--- config.mk ---
export PLATFORM = sky130hd
export DESIGN_NAME = prog_loader
export DESIGN_NICKNAME = d
export VERILOG_FILES = /design/src/rtl/cpu_defs.sv /design/src/rtl/edge_pulse.sv /design/src/rtl/prog_loader.sv
export SDC_FILE = /design/constraint.sdc
export NUM_CORES = 1
export LEC_CHECK = 0
export CAP_MARGIN = 40
export CORE_MARGIN = 2
export CORE_UTILIZATION = 48
export DETAILED_ROUTE_END_ITERATION = 8
export GPL_TIMING_DRIVEN = 0
export PLACE_DENSITY = 0.84
export SETUP_SLACK_MARGIN = 0.4
export SLEW_MARGIN = 0
export SYNTH_ARGS = -nofsm -noshare
export SYNTH_HDL_FRONTEND = slang
export SYNTH_HIERARCHICAL = 1
export SYNTH_SLANG_ARGS = --single-unit
--- constraint.sdc ---
create_clock -name clk -period 4.3 [get_ports clk]
set_clock_uncertainty 0.05 [all_clocks]
set_input_delay 1.075 -clock clk [delete_from_list [all_inputs] [get_ports clk]]
set_output_delay 1.075 -clock clk [all_outputs]
set_load 0.1 [all_outputs]
--- src/rtl/cpu_defs.sv ---
// Shared CPU definitions: instruction width, default loader address width, loader state encodings.
package cpu_defs;
  localparam int INSTR_W    = 16;
  localparam int ADDR_W_DEF = 8;

  typedef enum logic [1:0] {
    LOAD_LO = 2'd0,
    LOAD_HI = 2'd1,
    WRITE   = 2'd2,
    RUN     = 2'd3
  } ldr_state_t;
endpackage

--- src/rtl/edge_pulse.sv ---
// Rising-edge detector: one-cycle pulse in the cycle a level input first reads high.
module edge_pulse (
  input  logic clk,
  input  logic reset,
  input  logic level,
  output logic pulse
);
  logic prev;

  always_ff @(posedge clk) begin
    if (reset) prev <= 1'b0;
    else       prev <= level;
  end

  assign pulse = level & ~prev;
endmodule

--- src/rtl/prog_loader.sv ---
// Program loader: assembles 16-bit words from two switch bytes and writes them to instruction memory.
// Optional running XOR checksum of committed words when LOADER_CHECKSUM_EN is defined.
module prog_loader
  import cpu_defs::*;
#(
  parameter int ADDR_W = ADDR_W_DEF,
  parameter int DEPTH  = 256
) (
  input  logic               clk,
  input  logic               reset,
  input  logic [7:0]         sw_data,
  input  logic               btn_lo,
  input  logic               btn_hi,
  input  logic               btn_run,
  output logic               mem_wr,
  output logic [ADDR_W-1:0]  mem_addr,
  output logic [INSTR_W-1:0] mem_din,
  input  logic               mem_ready,
  output logic               cpu_hold,
  output logic [ADDR_W:0]    word_count,
  output logic               full,
  output logic               err,
  output logic [INSTR_W-1:0] checksum
);
  localparam logic [ADDR_W:0] DEPTH_C = (ADDR_W+1)'(DEPTH);
  localparam logic [ADDR_W:0] ONE     = (ADDR_W+1)'(1);

  logic lo_p, hi_p, run_p;

  edge_pulse u_lo  (.clk(clk), .reset(reset), .level(btn_lo),  .pulse(lo_p));
  edge_pulse u_hi  (.clk(clk), .reset(reset), .level(btn_hi),  .pulse(hi_p));
  edge_pulse u_run (.clk(clk), .reset(reset), .level(btn_run), .pulse(run_p));

  ldr_state_t        state, state_n;
  logic [7:0]        lo_q, lo_n;
  logic [INSTR_W-1:0] din_n;
  logic [ADDR_W:0]   cnt_n;
  logic              err_n;
  logic              pend, pend_n;
  logic              xfer;

  always_ff @(posedge clk) begin
    if (reset) begin
      state      <= LOAD_LO;
      lo_q       <= '0;
      mem_din    <= '0;
      word_count <= '0;
      err        <= 1'b0;
      pend       <= 1'b0;
    end else begin
      state      <= state_n;
      lo_q       <= lo_n;
      mem_din    <= din_n;
      word_count <= cnt_n;
      err        <= err_n;
      pend       <= pend_n;
    end
  end

  always_comb begin
    state_n = state;
    lo_n    = lo_q;
    din_n   = mem_din;
    cnt_n   = word_count;
    err_n   = err;
    pend_n  = pend;
    xfer    = 1'b0;
    unique case (state)
      LOAD_LO: begin
        // A run request deferred from WRITE is honoured here, ahead of any new edges.
        if (run_p || pend) begin
          state_n = RUN;
          pend_n  = 1'b0;
        end else if (hi_p) begin
          err_n = 1'b1;
        end else if (lo_p) begin
          lo_n    = sw_data;
          state_n = LOAD_HI;
        end
      end
      LOAD_HI: begin
        if (run_p) begin
          state_n = RUN;
        end else if (hi_p) begin
          if (full) begin
            err_n   = 1'b1;
            state_n = LOAD_LO;
          end else begin
            din_n   = {sw_data, lo_q};
            state_n = WRITE;
          end
        end else if (lo_p) begin
          lo_n = sw_data;
        end
      end
      WRITE: begin
        if (run_p) pend_n = 1'b1;
        if (mem_ready) begin
          xfer    = 1'b1;
          cnt_n   = word_count + ONE;
          state_n = LOAD_LO;
        end
      end
      RUN: begin
        if (lo_p) state_n = LOAD_LO;
      end
      default: state_n = LOAD_LO;
    endcase
  end

  // Address tracks the committed count; no writes are issued once full, so it never wraps.
  assign mem_addr = word_count[ADDR_W-1:0];
  assign mem_wr   = (state == WRITE);
  assign cpu_hold = (state != RUN);
  assign full     = (word_count == DEPTH_C);

`ifdef LOADER_CHECKSUM_EN
  logic [INSTR_W-1:0] cks;
  always_ff @(posedge clk) begin
    if (reset)     cks <= '0;
    else if (xfer) cks <= cks ^ mem_din;
  end
  assign checksum = cks;
`else
  assign checksum = '0;
`endif
endmodule

# == Word-level counts from Yosys, hierarchy flattened ==
# Index checks and enable logic that the tools add are counted.
# classes
bitwise,8
n_reduce_logical,10
add_sub_neg,1
n_mux,23
eq_ne,17
# op_table
cell,n
$mux 8,4
$mux 2,8
$ne 2x2->1 const B,8
$pmux 8 s2,1
$add 9x1->9 const B,1
$eq 9x9->1 const B,1
$ne 3x3->1 const B,3
$pmux 2 s4,1
$mux 1,7
$reduce_and 3->1,2
$reduce_and 6->1,1
$not 1->1,5
$reduce_and 5->1,1
$eq 2x2->1 const B,2
$ne 2x1->1 const B,2
$pmux 1 s2,2
$reduce_and 4->1,1
$reduce_bool 2->1,2
$and 1x1->1,3
$eq 2x1->1 const B,1
$logic_not 2->1,1
$reduce_and 2->1,1
$logic_or 1x1->1,1
# word_totals
regBits,40

# == Depth between registers and ports, before layout ==
# logic_depth
ltp_word,6
ltp_mapped,7
depth_no_buf,6

# == Cells and area by module ==
# Netlist, hierarchy kept.
# modules_own_cells
mod,cells_each,instances,area_each_um2,seq_area_each_um2
prog_loader,182,1,1717.9,740.7
edge_pulse,3,3,47.5,20.0

# == Worst setup path after synthesis ==
# Ideal clock, no wire load.
# synth_timing
path_kind,register to output
start,register word_count[8]
end,output port full
t_arrival_ns,2.279
path_slack_ns,0.896
path_stages_with_launch,3
required_ns,3.175
cell_sequence,dfxtp_1 > nor4bb_2 > and2_1
# synth_between
elab_chain_cells,1
# synth_rtl
element,line_no,rtl
from (decl),prog_loader.sv:20,"output logic [ADDR_W:0] word_count,"
from (signal assigned),prog_loader.sv:54,word_count <= cnt_n;
$eq 9x9->1,prog_loader.sv:115,assign full = (word_count == DEPTH_C);
to (decl),prog_loader.sv:21,"output logic full,"
# Every way passes these cells.

# == Final worst setup path ==
# layout_timing
start,register word_count[0]
end,output port full
# Same word-level chain as after synthesis.

==> results.yml <==
run_status:
  status: "complete, no violations"
synth:
  synth_cell_types: 38
  async_flop_share: 0
  synthFlopType: "dfxtp_1"
  netlist_area_sq_um: 1860
  ys_warn_count: 6
  synthCells: 191
  seq_area_frac_synth: 0.430
  synth_edf_count: 0
  ys_ff_latch: 40
  syn_area_per_cell_sq_um: 9.74
clocking:
  htreeDepth: 2
  ctsRootBufferMaster: "clkbuf_8"
  insertion_delay_ns: 0.31
  ctsResizeCount: 0
  clock_path_buffers: 2
  cts_buffers: 5
  hold_buffers: 0
  cts_num_sinks: 40
  clk_pin_slew_ns: 0.08
  cts_tree: "built"
  postCtsSetupBuffers: 0
timing:
  rsz0062_at_grt: "false"
  finalHoldViolations: 0
  fin_setup_tns_ns: 0
  worstMarginPinSlew_ns: 0.589
  fmax_ghz: 0.276
  setup_violations: 0
  slew_violations: 0
  slew_headroom: 0.602
  fin_crit_ns: 3.62
  period_share: 0.842
drt:
  wl_microns: 5960
  dr_total_vias: 1773
  drt_iter0_drc: 83
  firstDrtPassIters: 4
  postRouteAntennaNets: 0
  wl_per_cell_microns: 17.1
  drc_errors: 0
  via_per_inst: 5.08
setup_path:
  startpoint_type: "register"
  path_max_fanout: 6
  setup.worst_path.end_class: "primary output"
  worstSetupPathType: "reg2out"
  critical_path_arrival_ns: 2.49
  critPathRequiredTime_ns: 3.17
place:
  io_buffers: 50
  place.gp.congestion: 0.800
  dp_hpwl_microns: 4010
pwr:
  totalPowerFinal_w: 0.000967
  cellLeakagePower_nw: 1.34
  p_comb_frac: 0.271
  intPower_w: 0.000642
  power_switching_w: 0.000325
  irDropWorstVdd_mv: 0.267
  netSwitchingFraction: 0.336
  power_density_nw_per_um2: 305
  pwr-share-seq: 0.405
  pwr-share-clk: 0.323
floorplan:
  rows: 22
  start_util: 0.504
  ioPinCount: 67
  fp.dieW_microns: 66.3
  die_area_sq_um: 4390
  core-area_sq_um: 3690
  die_y_microns: 66.3
global_route:
  grt_pass1_vias: 1873
  grt_max_degree: 14
  gr-total-overflow: 0
  grt_use_total: 0.297
  grt_pass1_wl_microns: 9470
  grt_antenna_before_repair: 0
layout:
  area_growth_pct: 70.3
  finish.utilization: 0.859
  diodes: 0
  nFillCells: 171
  drive_above_1_share: 0.276
  nets: 316
hold_path:
  hold_class: "reg2reg"
flow_run:
  drv_cap: 0
worst paths after layout:
kind | start | to | slack, ns | cells after the start
max | word_count[0]$_SDFFE_PP0P_ | full | 0.68 | 6
min | mem_din[2]$_SDFFE_PP0P_ | mem_din[2]$_SDFFE_PP0P_ | 0.45 | 2
max reg2reg | word_count[1]$_SDFFE_PP0P_ | mem_din[6]$_SDFFE_PP0P_ | 2.00 | 7
min reg2reg | mem_din[2]$_SDFFE_PP0P_ | mem_din[2]$_SDFFE_PP0P_ | 0.45 | 2
worst max-delay path, stage by stage, from the launching register on:
cell	delay, ns
dfxtp_1	0.37
inv_1	0.12
ha_1	0.16
nor4bb_2	0.57
and2_1	0.23
clkdlybuf4s50_1	0.52
buf_8	0.20
power by group through the flow:
stage / Combinational [W] / Clock, W / Sequential, W
final: 0.000263 / 0.000313 / 0.000392
after global routing: 0.000273 / 0.000330 / 0.000393
after CTS: 0.000261 / 0.000314 / 0.000391
after detailed placement: 0.000256 / 0 / 0.000400
after global placement: 0.000227 / 0 / 0.000399
after floorplan: 0.000156 / 0 / 0.000431
cell usage after synthesis, types with 2 or more instances:
cell / count / area, sq um
nor4_1: 3 / 18.8
nor3_1: 2 / 10.0
buf_2: 2 / 10.0
or3_1: 2 / 12.5
mux2i_1: 26 / 260
ha_1: 2 / 25.0
nand3_1: 3 / 15.0
nor2_1: 35 / 131
nor2b_1: 2 / 12.5
dfxtp_1: 40 / 801
xnor2_1: 5 / 43.8
a21oi_1: 4 / 20.0
o21ai_1: 2 / 10.0
nor2b_4: 6 / 82.6
nand2_1: 5 / 18.8
inv_1: 4 / 15.0
clkbuf_1: 4 / 15.0
buf_4: 24 / 180
routing by layer:
metal | vias to the layer above | global-route usage | part of all wire | routed length (microns)
met5 | - | 0 | 0 | 0
li1 | 812 | - | - | -
met1 | 842 | 0.309 | 0.36 | 2160
met3 | 28 | 0.0767 | 0.059 | 353
met4 | 0 | 0.191 | 0.044 | 261
met2 | 91 | 0.521 | 0.53 | 3180
final cells by class:
class / instances / area, sq um / area share
timing repair buffer: 87 / 1080 / 0.341
multi-input combinational: 130 / 881 / 0.278
sequential: 40 / 801 / 0.253
buffer: 31 / 216 / 0.0683
clock buffer: 5 / 68.8 / 0.0217
tap: 48 / 60.1 / 0.0189
clock inverter: 3 / 42.5 / 0.0134
inverter: 5 / 18.8 / 0.00592
cell usage in the layout (no fill, tap or decap), types with 2 or more instances in the layout:
cell             Yosys  final
nor2_1              35     35
buf_8                0     35
clkbuf_1             4      4
clkdlybuf4s50_1      0     50
xnor2_1              5      5
nor3_1               2      2
nor4_1               3      3
nor2b_1              2      2
dfxtp_1             40     40
conb_1               1     16
buf_2                2      2
nand2_1              5      5
inv_1                4      4
ha_1                 2      2
a21oi_1              4      4
buf_4               24     24
nor2b_4              6      6
or3_1                2      2
mux2i_1             26     26
buf_16               0      2
nand3_1              3      3
o21ai_1              2      2
clkbuf_8             0      5
kinds of logic (layout without fill, tap and decap cells):
family          Yosys count  count (layout)  synth area share
simple gates             66              66             0.200
flops                    40              40             0.430
buf+inv                  36             131             0.126
mux                      27              27             0.146
compound gates           13              13            0.0531
xor+xnor                  6               6            0.0282
fa+ha+maj                 2               2            0.0134
other cells               1              16           0.00202
per-stage QoR:
step	cell area [sq um]	hold slack, ns	instances	setup WS [ns]
after floorplan	1920	0.413	206	0.896
after global placement	2480	0.419	304	0.713
after detailed placement	3060	0.430	341	1.05
after CTS	3170	0.463	349	0.709
after global routing	3170	0.496	349	0.592
final	3170	0.454	349	0.681
state kept, by name (all words and copies together), names as in the netlist:
signal      count
u_lo/prev       1
pend            1
mem_din        16
u_run/prev      1
lo_q            8
word_count      9
u_hi/prev       1
err             1
state           2
(Power assumes the default switching activity.)
